[config.mk]
export PLATFORM = sky130hd
export DESIGN_NAME = z80fi_insn_recorder
export DESIGN_NICKNAME = d
export VERILOG_FILES = /design/src/rtl/z80fi_pkg.sv /design/src/rtl/z80fi_bus_log.sv /design/src/rtl/z80fi_insn_recorder.sv
export SDC_FILE = /design/constraint.sdc
export NUM_CORES = 2
export LEC_CHECK = 0
export ABC_AREA = 1
export CORE_AREA = 3 3 401 403
export DETAILED_ROUTE_END_ITERATION = 16
export DIE_AREA = 0 0 404 406
export PLACE_DENSITY_LB_ADDON = 0.08
export RECOVER_POWER = 100
export SYNTH_ARGS = -nofsm -noshare
export SYNTH_HDL_FRONTEND = slang
export SYNTH_HIERARCHICAL = 1
export SYNTH_SLANG_ARGS = --single-unit
[constraint.sdc]
create_clock -name clk -period 3.9 [get_ports clk]
set_clock_uncertainty 0.2 [all_clocks]
set_input_delay 0.78 -clock clk [delete_from_list [all_inputs] [get_ports clk]]
set_output_delay 0.78 -clock clk [all_outputs]
set_load 0.01 [all_outputs]
[src/rtl/z80fi_pkg.sv]
// z80fi_pkg: shared widths, register-snapshot field offsets and recorder states.
package z80fi_pkg;
  localparam int REGS_W  = 208;
  localparam int MAX_LEN = 4;
  // 16-bit fields packed from bit 0 upward: AF BC DE HL AF' BC' DE' HL' IX IY SP IP IR
  localparam int OFF_AF = 0, OFF_F = 0, OFF_A = 8, OFF_BC = 16, OFF_DE = 32, OFF_HL = 48;
  localparam int OFF_AF2 = 64, OFF_BC2 = 80, OFF_DE2 = 96, OFF_HL2 = 112;
  localparam int OFF_IX = 128, OFF_IY = 144, OFF_SP = 160, OFF_IP = 176, OFF_IR = 192;
  typedef enum logic {IDLE, CAPTURE} rec_state_e;
  function automatic logic [15:0] reg16(input logic [REGS_W-1:0] regs, input int off);
    return regs[off +: 16];
  endfunction
endpackage

[src/rtl/z80fi_bus_log.sv]
// z80fi_bus_log: two-slot address/data logger; o_* show the slots with this cycle's strobe appended.
module z80fi_bus_log (
  input  logic        clk,
  input  logic        reset_n,
  input  logic        i_clr,
  input  logic        i_we,
  input  logic        i_valid,
  input  logic [15:0] i_addr,
  input  logic [7:0]  i_data,
  output logic        o_full,
  output logic        o_v1,
  output logic [15:0] o_a1,
  output logic [7:0]  o_d1,
  output logic        o_v2,
  output logic [15:0] o_a2,
  output logic [7:0]  o_d2
);
  logic [1:0]  r_cnt;
  logic [15:0] r_a1, r_a2;
  logic [7:0]  r_d1, r_d2;
  logic        w_put1, w_put2, w_new;
  assign o_full = r_cnt == 2'd2;
  assign w_put1 = i_valid && r_cnt == 2'd0;
  assign w_put2 = i_valid && r_cnt == 2'd1;
  assign w_new  = i_we && i_valid;
  assign o_v1 = r_cnt != 2'd0 || i_valid;
  assign o_a1 = w_put1 ? i_addr : r_a1;
  assign o_d1 = w_put1 ? i_data : r_d1;
  assign o_v2 = o_full || w_put2;
  assign o_a2 = w_put2 ? i_addr : r_a2;
  assign o_d2 = w_put2 ? i_data : r_d2;
  always_ff @(posedge clk or negedge reset_n)
    if (!reset_n) begin
      r_cnt <= '0;
      r_a1  <= '0;
      r_d1  <= '0;
      r_a2  <= '0;
      r_d2  <= '0;
    end else if (i_clr) begin
      r_cnt <= {1'b0, w_new};
      r_a1  <= w_new ? i_addr : '0;
      r_d1  <= w_new ? i_data : '0;
      r_a2  <= '0;
      r_d2  <= '0;
    end else if (w_new && !o_full) begin
      r_cnt <= r_cnt + 2'd1;
      r_a1  <= o_a1;
      r_d1  <= o_d1;
      r_a2  <= o_a2;
      r_d2  <= o_d2;
    end
endmodule

[src/rtl/z80fi_insn_recorder.sv]
// z80fi_insn_recorder: turns core trace strobes into one z80fi packet per retired instruction.
// Optional Z80FI_ORDER_EN adds the 64-bit retirement index output z80fi_order.
module z80fi_insn_recorder #(
  parameter int REGS_W  = z80fi_pkg::REGS_W,
  parameter int MAX_LEN = z80fi_pkg::MAX_LEN
) (
  input  logic              clk,
  input  logic              reset_n,
  input  logic              core_insn_start,
  input  logic [REGS_W-1:0] core_regs_in,
  input  logic              core_fetch_valid,
  input  logic [7:0]        core_fetch_data,
  input  logic              core_rd_valid,
  input  logic [15:0]       core_rd_addr,
  input  logic [7:0]        core_rd_data,
  input  logic              core_wr_valid,
  input  logic [15:0]       core_wr_addr,
  input  logic [7:0]        core_wr_data,
  input  logic              core_retire,
  input  logic [REGS_W-1:0] core_regs_out,
  output logic              z80fi_valid,
  output logic [31:0]       z80fi_insn,
  output logic [2:0]        z80fi_insn_len,
  output logic [REGS_W-1:0] z80fi_regs_in,
  output logic [REGS_W-1:0] z80fi_regs_out,
  output logic              z80fi_mem_rd,
  output logic              z80fi_mem_rd2,
  output logic [15:0]       z80fi_bus_raddr,
  output logic [15:0]       z80fi_bus_raddr2,
  output logic [7:0]        z80fi_bus_rdata,
  output logic [7:0]        z80fi_bus_rdata2,
  output logic              z80fi_mem_wr,
  output logic              z80fi_mem_wr2,
  output logic [15:0]       z80fi_bus_waddr,
  output logic [15:0]       z80fi_bus_waddr2,
  output logic [7:0]        z80fi_bus_wdata,
  output logic [7:0]        z80fi_bus_wdata2,
  output logic              z80fi_error
`ifdef Z80FI_ORDER_EN
  ,
  output logic [63:0]       z80fi_order
`endif
);
  import z80fi_pkg::*;
  rec_state_e        r_state, w_state_n;
  logic [2:0]        r_len, w_len;
  logic [31:0]       r_insn, w_insn;
  logic [REGS_W-1:0] r_regs_in;
  logic              w_cap, w_retire, w_keep, w_we, w_fput, w_err;
  logic              w_rfull, w_rv1, w_rv2, w_wfull, w_wv1, w_wv2;
  logic [15:0]       w_ra1, w_ra2, w_wa1, w_wa2;
  logic [7:0]        w_rd1, w_rd2, w_wd1, w_wd2;
  assign w_cap    = r_state == CAPTURE;
  assign w_retire = w_cap && core_retire;
  // retire+start: this cycle's strobes close the old packet, the new capture opens empty
  assign w_keep   = core_insn_start && !w_retire;
  assign w_we     = w_keep || (w_cap && !core_insn_start);
  assign w_fput   = core_fetch_valid && r_len != 3'(MAX_LEN);
  assign w_len    = r_len + 3'(w_fput);
  assign w_insn   = r_insn | (w_fput ? 32'(core_fetch_data) << {r_len, 3'b000} : 32'd0);
  assign w_err    = (core_retire && !w_cap) || (w_cap && core_insn_start && !core_retire) ||
                    (w_retire && w_len == 3'd0) ||
                    (w_cap && !w_keep && ((core_fetch_valid && !w_fput) ||
                     (core_rd_valid && w_rfull) || (core_wr_valid && w_wfull)));
  always_comb begin
    w_state_n = r_state;
    w_state_n = core_insn_start ? CAPTURE : (w_retire ? IDLE : r_state);
  end
  z80fi_bus_log u_rd (
    .clk(clk), .reset_n(reset_n), .i_clr(core_insn_start), .i_we(w_we),
    .i_valid(core_rd_valid), .i_addr(core_rd_addr), .i_data(core_rd_data), .o_full(w_rfull),
    .o_v1(w_rv1), .o_a1(w_ra1), .o_d1(w_rd1), .o_v2(w_rv2), .o_a2(w_ra2), .o_d2(w_rd2)
  );
  z80fi_bus_log u_wr (
    .clk(clk), .reset_n(reset_n), .i_clr(core_insn_start), .i_we(w_we),
    .i_valid(core_wr_valid), .i_addr(core_wr_addr), .i_data(core_wr_data), .o_full(w_wfull),
    .o_v1(w_wv1), .o_a1(w_wa1), .o_d1(w_wd1), .o_v2(w_wv2), .o_a2(w_wa2), .o_d2(w_wd2)
  );
  always_ff @(posedge clk or negedge reset_n)
    if (!reset_n) begin
      r_state   <= IDLE;
      r_len     <= '0;
      r_insn    <= '0;
      r_regs_in <= '0;
    end else begin
      r_state <= w_state_n;
      if (core_insn_start) begin
        r_len     <= (w_keep && core_fetch_valid) ? 3'd1 : 3'd0;
        r_insn    <= (w_keep && core_fetch_valid) ? 32'(core_fetch_data) : 32'd0;
        r_regs_in <= core_regs_in;
      end else if (w_cap) begin
        r_len  <= w_len;
        r_insn <= w_insn;
      end
    end
  always_ff @(posedge clk or negedge reset_n)
    if (!reset_n) begin
      z80fi_valid      <= 1'b0;
      z80fi_insn       <= '0;
      z80fi_insn_len   <= '0;
      z80fi_regs_in    <= '0;
      z80fi_regs_out   <= '0;
      z80fi_mem_rd     <= 1'b0;
      z80fi_mem_rd2    <= 1'b0;
      z80fi_bus_raddr  <= '0;
      z80fi_bus_raddr2 <= '0;
      z80fi_bus_rdata  <= '0;
      z80fi_bus_rdata2 <= '0;
      z80fi_mem_wr     <= 1'b0;
      z80fi_mem_wr2    <= 1'b0;
      z80fi_bus_waddr  <= '0;
      z80fi_bus_waddr2 <= '0;
      z80fi_bus_wdata  <= '0;
      z80fi_bus_wdata2 <= '0;
      z80fi_error      <= 1'b0;
    end else begin
      z80fi_valid <= w_retire;
      z80fi_error <= z80fi_error | w_err;
      if (w_retire) begin
        z80fi_insn       <= w_insn;
        z80fi_insn_len   <= w_len;
        z80fi_regs_in    <= r_regs_in;
        z80fi_regs_out   <= core_regs_out;
        z80fi_mem_rd     <= w_rv1;
        z80fi_mem_rd2    <= w_rv2;
        z80fi_bus_raddr  <= w_ra1;
        z80fi_bus_raddr2 <= w_ra2;
        z80fi_bus_rdata  <= w_rd1;
        z80fi_bus_rdata2 <= w_rd2;
        z80fi_mem_wr     <= w_wv1;
        z80fi_mem_wr2    <= w_wv2;
        z80fi_bus_waddr  <= w_wa1;
        z80fi_bus_waddr2 <= w_wa2;
        z80fi_bus_wdata  <= w_wd1;
        z80fi_bus_wdata2 <= w_wd2;
      end
    end
`ifdef Z80FI_ORDER_EN
  logic [63:0] r_retired;
  always_ff @(posedge clk or negedge reset_n)
    if (!reset_n) begin
      r_retired   <= '0;
      z80fi_order <= '0;
    end else if (w_retire) begin
      r_retired   <= r_retired + 64'd1;
      z80fi_order <= r_retired;
    end
`endif
endmodule

---- After elaboration in Yosys (flattened, before gate mapping) ----
Cells that the tools add are included.
storage, ports and cells
  word-level logic and storage cells ...... 133
  output and inout bits ................... 553
  flip-flop bits (word level) ............. 897
  input port bits ......................... 479
cells by class
  equal/unequal tests ..................... 5
  shift operators ......................... 1
  add/sub/neg operators ................... 3
  mux-type cells .......................... 41
  reduce and logical (&&, ||, !) cells .... 49
  bitwise operators ....................... 2
operators by type and width
  kind                   number
  $mux W16               14
  $mux W8                15
  $mux W32               3
  $or A32 B32 Y32        1
  $shl A8 B6 Y32         1
  $logic_and A1 B1 Y1    22
  $reduce_bool A2 Y1     6
  $logic_or A1 B1 Y1     10
  $logic_not A1 Y1       8
  $mux W2                4
  $mux W3                2
  $add A2 B1 Y2 const B  2
  $eq A2 B1 Y1 const B   2
  $eq A2 B2 Y1 const B   2
  $logic_not A2 Y1       2
  $add A3 B1 Y3          1
  $logic_not A3 Y1       1
  $mux W1                3
  $ne A3 B3 Y1 const B   1
  $or A1 B1 Y1           1

---- Depth between registers and ports, before layout ----
  depth in word-level cells ............... 9
  mapped depth ............................ 13
  depth with buffers taken out ............ 10

---- Modules after synthesis ----
Netlist, hierarchy kept.
modules (own cells, without submodules)
  module               seq. area each (µm²)  cells an instance  times used  area each (µm²)
  z80fi_insn_recorder  19944.1               3207               1           29946.2
  z80fi_bus_log        1251.2                482                2           3216.8

---- Worst setup path after synthesis ----
OpenSTA, ideal clock, no wires.
  path kind ............................... input-to-reg
  from .................................... input core_insn_start
  to ...................................... register u_rd.r_d2[0]
  data arrival time ....................... 2.416 ns
  setup time .............................. 0.116 ns
  slack ................................... 1.167 ns
  required time ........................... 3.584 ns
  cell stages on the path ................. 12
  buffers on the path ..................... 5
  cell sequence ........................... buf_4 -> buf_6 -> inv_1 -> buf_2 -> o21ai_0 -> nand2_4 -> nor2_4 -> nor2_4 -> buf_6 -> buf_6 -> nand2_1 -> nand2_1
between the ends
  longest elaborated chain between the ends .. 6
  elaborated cells between the ends (all ways) .. 8
  classes of those cells .................. mux (1); reduce/logical (7)
RTL lines
  item                              line                       RTL
  from (decl)                       z80fi_insn_recorder.sv:9   input logic core_insn_start,
  $logic_not A1 Y1                  z80fi_insn_recorder.sv:57  assign w_we = w_keep || (w_cap && !core_insn_start);
  $logic_and A1 B1 Y1               z80fi_insn_recorder.sv:57
  $logic_or A1 B1 Y1 (*)            z80fi_insn_recorder.sv:57
  via w_we                          z80fi_insn_recorder.sv:49  logic w_cap, w_retire, w_keep, w_we, w_fput, w_err;
  $logic_and A1 B1 Y1 (*)           z80fi_bus_log.sv:25        assign w_new = i_we && i_valid;
  $logic_and A1 B1 Y1 (*)           z80fi_bus_log.sv:45        end else if (w_new && !o_full) begin
  $reduce_bool A2 Y1 (no line) (*)  --
  to (signal assigned)              z80fi_bus_log.sv:38        r_d2 <= '0;
  to (signal assigned)              z80fi_bus_log.sv:44        r_d2 <= '0;
  to (signal assigned)              z80fi_bus_log.sv:50        r_d2 <= o_d2;
  to (decl)                         z80fi_bus_log.sv:20        logic [7:0] r_d1, r_d2;
The timed path passes the listed nets; every way through them passes the cells marked *.
A chain may end at the register's enable or synchronous reset.

---- Final worst setup path ----
  from .................................... input core_retire
  to ...................................... register u_wr.r_a1[2]
between the ends
  longest elaborated chain between the ends .. 7
  elaborated cells between the ends (all ways) .. 9
  classes of those cells .................. mux (2); reduce/logical (7)
RTL lines
  item                                                    line                                      RTL
  from (decl)                                             z80fi_insn_recorder.sv:19                 input logic core_retire,
  $logic_and A1 B1 Y1 (*)                                 z80fi_insn_recorder.sv:54                 assign w_retire = w_cap && core_retire;
  $logic_not A1 Y1 (*)                                    z80fi_insn_recorder.sv:56                 assign w_keep = core_insn_start && !w_retire;
  $logic_and A1 B1 Y1 (*)                                 z80fi_insn_recorder.sv:56
  $logic_or A1 B1 Y1 (*)                                  z80fi_insn_recorder.sv:57
  via w_we                                                z80fi_insn_recorder.sv:49
  $logic_and A1 B1 Y1 (*)                                 z80fi_bus_log.sv:25
  $mux W16 / $logic_and A1 B1 Y1 (equally long branches)  z80fi_bus_log.sv:41, z80fi_bus_log.sv:45
  $mux W16 / $reduce_bool A2 Y1 (equally long branches)   --
  to (signal assigned)                                    z80fi_bus_log.sv:41                       r_a1 <= w_new ? i_addr : '0;
  to (decl)                                               z80fi_bus_log.sv:19                       logic [15:0] r_a1, r_a2;
Marks and branches as above.

==> out/qor.txt <==
share of layout cells above drive strength 1: 5.149%
total power: 26.68 mW
number of global-route vias before repair: 29990
Post-synth top flop: dfrtp_1
final worst setup slack: 0.5726 ns
Tightest Hold Check Type: reg -> reg
CP startpoint kind: input pin
GRT Residual Overflow: 0
critical path type: in -> reg
CP Max Fanout: 31
clock sinks: 897
yosys warns: 6
1st-iter DRT viols: 1845
CP endpoint kind: register
Peak VDD IR: 0.0004034 V
hold_buf cts: 1
Cell Pwr Density: 508.4 nW/µm²
pin count of the biggest net entering global routing: 197
# resized after CTS: 0
status: complete, but fails checks
ys async rst share: 100.0%
# port buffers: 1031
unrepaired setup endpoints after global routing: no
final setup fails: 0
#FFs+latches synth: 897
I/O pin count: 1032
Final min period: 3.327 ns
Post-synth EDFFs: 0
Worst EP required: 4.31 ns
clk slew on worst S/H paths: 0.06 ns
Antenna Nets Post-Route: 0
sequential area share after synthesis: 61.70%
Die Y: 406 µm
crit share post-route: 85.32%
Max-Cap Viols: 8
Routed WL per cell: 20.61 µm
CORE AREA: 157800 µm²
clock root cell: clkbuf_16
TNS Setup: 0 ns
Arrival @ worst endpoint: 3.74 ns
Critical Path Max Stage Delay: 0.69 ns
GR Layer Usage met1: 23.30%
post-synth cell types: 31
crit-path cells: dlygate4sd3_1 > nand2_8 > inv_8 > o21ai_0 > clkbuf_1 > nand2_1 > nor2_1 > nor2_1 > inv_2 > buf_12 > nand2_1 > nand2_1
DR vias: 30150
met3 usage: 5.074%
Layout Nets: 5638
Die Area: 164000 µm²
first-pass GRT wire length: 218300 µm
DP Worst Slack: 0.2250 ns
normalized max-slew margin: -58.69%
initial antenna violation count: 27
first drt pass iteration count: 6
gp weighted congestion: 0.7985
cts bufs inserted: 110
final WL: 151100 µm
Final Hold Vio Count: 0
Finished Layout Cells: 7328
Post-Syn Instances: 4171
DRC: 0
Layout area overhead: 44.27%
DP HPWL: 109200 µm
syn nets: 4658
P_leak: 25.88 nW
H-tree Lvls: 3
GRT Total Usage: 17.93%
Post-CTS Setup Bufs: 0
Least-Margin Pin Slew: 2.380 ns
Avg Cell Area, Syn: 8.722 µm²
clk buf depth: 3
Most Used Layer, Global Route: met2
Mapped Area: 36380 µm²
most frequent CP cell: nand2_1
Final Core Density: 33.25%
placement row count: 146
failing checks: capacitance limit, slew limit
Initial Util: 23.05%
Slew Limit Fails: 725
clk_lat worst skew: 0.70 ns
Max Freq: 0.3005 GHz
Via density: 4.114
CTS tree: done
chip width: 404 µm
CP max-delay cell: o21ai_0
placed insts: 7110
met2 usage: 29.54%
## final cells by class
cell class / count / area [µm²]
Fill cell: 16610 / 105300
Sequential cell: 897 / 22450
Multi-Input combinational cell: 2663 / 11270
Timing Repair Buffer: 1098 / 11040
Clock buffer: 172 / 3349
Tap cell: 2072 / 2592
Inverter: 381 / 1443
Clock inverter: 33 / 310.3
Antenna cell: 12 / 30.03
## logic make-up (layout without fill, tap and decap cells)
family,Yosys count,in the layout,share of synthesized area [%]
flip-flops,897,897,61.70
XOR/XNOR,1,1,0.02408
other,0,12,0
buffers and inverters,611,1684,7.247
AND/OR/NAND/NOR,2099,2099,22.90
AO/OA/AOI/OAI,555,555,7.852
adder cells (fa/ha/maj),8,8,0.2752
## layer usage
layer,part of all wire (%),vias up,wire length (µm)
li1,-,14850,-
met1,43,14340,65140
met2,48,775,72280
met3,7.1,170,10760
met4,1.9,12,2810
met5,0.054,-,82
## synthesized netlist by cell type (2+ instances only)
cell,instances,area (µm²)
nor2_8,2,40.04
buf_1,2,7.510
nand3_1,114,570.6
and2_1,48,300.3
a21oi_1,11,55.05
nor2_1,54,202.7
a31oi_1,33,206.5
nor3_4,2,32.53
o22ai_1,26,162.7
nor2_4,5,56.30
o21ai_0,470,2352
inv_2,7,26.28
nand2_2,21,131.4
inv_1,371,1393
dfrtp_1,897,22450
buf_2,135,675.7
o21ai_1,13,65.06
nand2_4,2,22.52
buf_6,13,146.4
nand3_2,3,30.03
buf_8,2,30.03
nand2_1,1841,6910
nor3_1,7,35.03
buf_4,13,97.59
clkbuf_1,65,244.0
inv_4,2,12.51
ha_1,8,100.1
## worst max-delay path, delay by kind of cell
kind                   cells  cell delay (ns)
AND/OR/NAND/NOR            6             0.87
buffers and inverters      5             1.38
AO/OA/AOI/OAI              1             0.69
## stage by stage
step | area (µm²) | hold WS, ns
after CTS | 52630 | 0.2796
after detailed placement | 48960 | 0.2635
after global routing | 52470 | 0.2857
after global placement | 48960 | 0.2598
after floorplan | 36380 | 0.2488
final | 52480 | 0.2709
## sequential cells by signal, summed over array words and instances, names as in the netlist, 16 cells and up
signal	cells
z80fi_bus_raddr	16
z80fi_bus_waddr	16
r_insn	32
z80fi_bus_waddr2	16
r_regs_in	208
u_rd/r_a2	16
u_wr/r_a1	16
z80fi_insn	32
u_wr/r_a2	16
z80fi_regs_in	208
z80fi_bus_raddr2	16
u_rd/r_a1	16
z80fi_regs_out	208
## layout by cell type, fill, tap and decap left out, drive strengths merged, types with 44 or more instances in the layout
master	instances
and2	48
nand2	1864
inv	379
clkbuf	196
dlygate4sd3	556
buf	44
dfrtp	897
nor2	61
clkdlybuf4s50	474
nand3	117
o21ai	483
## where the power goes
| part | switching, mW | internal [mW] |
|---|---|---|
| Sequential | 0.584 | 10.5 |
| Combinational | 3.01 | 2.30 |
| Clock | 4.23 | 6.08 |
## worst paths after layout
path                                   start  cells after the start            endpoint  slack (ns)
max in group asynchronous            reset_n                      4          r_insn[25]        0.75
min reg2reg                z80fi_regs_out[6]                      2   z80fi_regs_out[6]        0.27
max                              core_retire                     12        u_wr/r_a1[2]        0.57
min                        z80fi_regs_out[6]                      2   z80fi_regs_out[6]        0.27
max reg2reg                          r_state                     11        u_wr/r_a1[2]        0.81
min in group asynchronous            reset_n                      2  z80fi_regs_out[64]        0.98
Power figures use the tool's default switching activity.
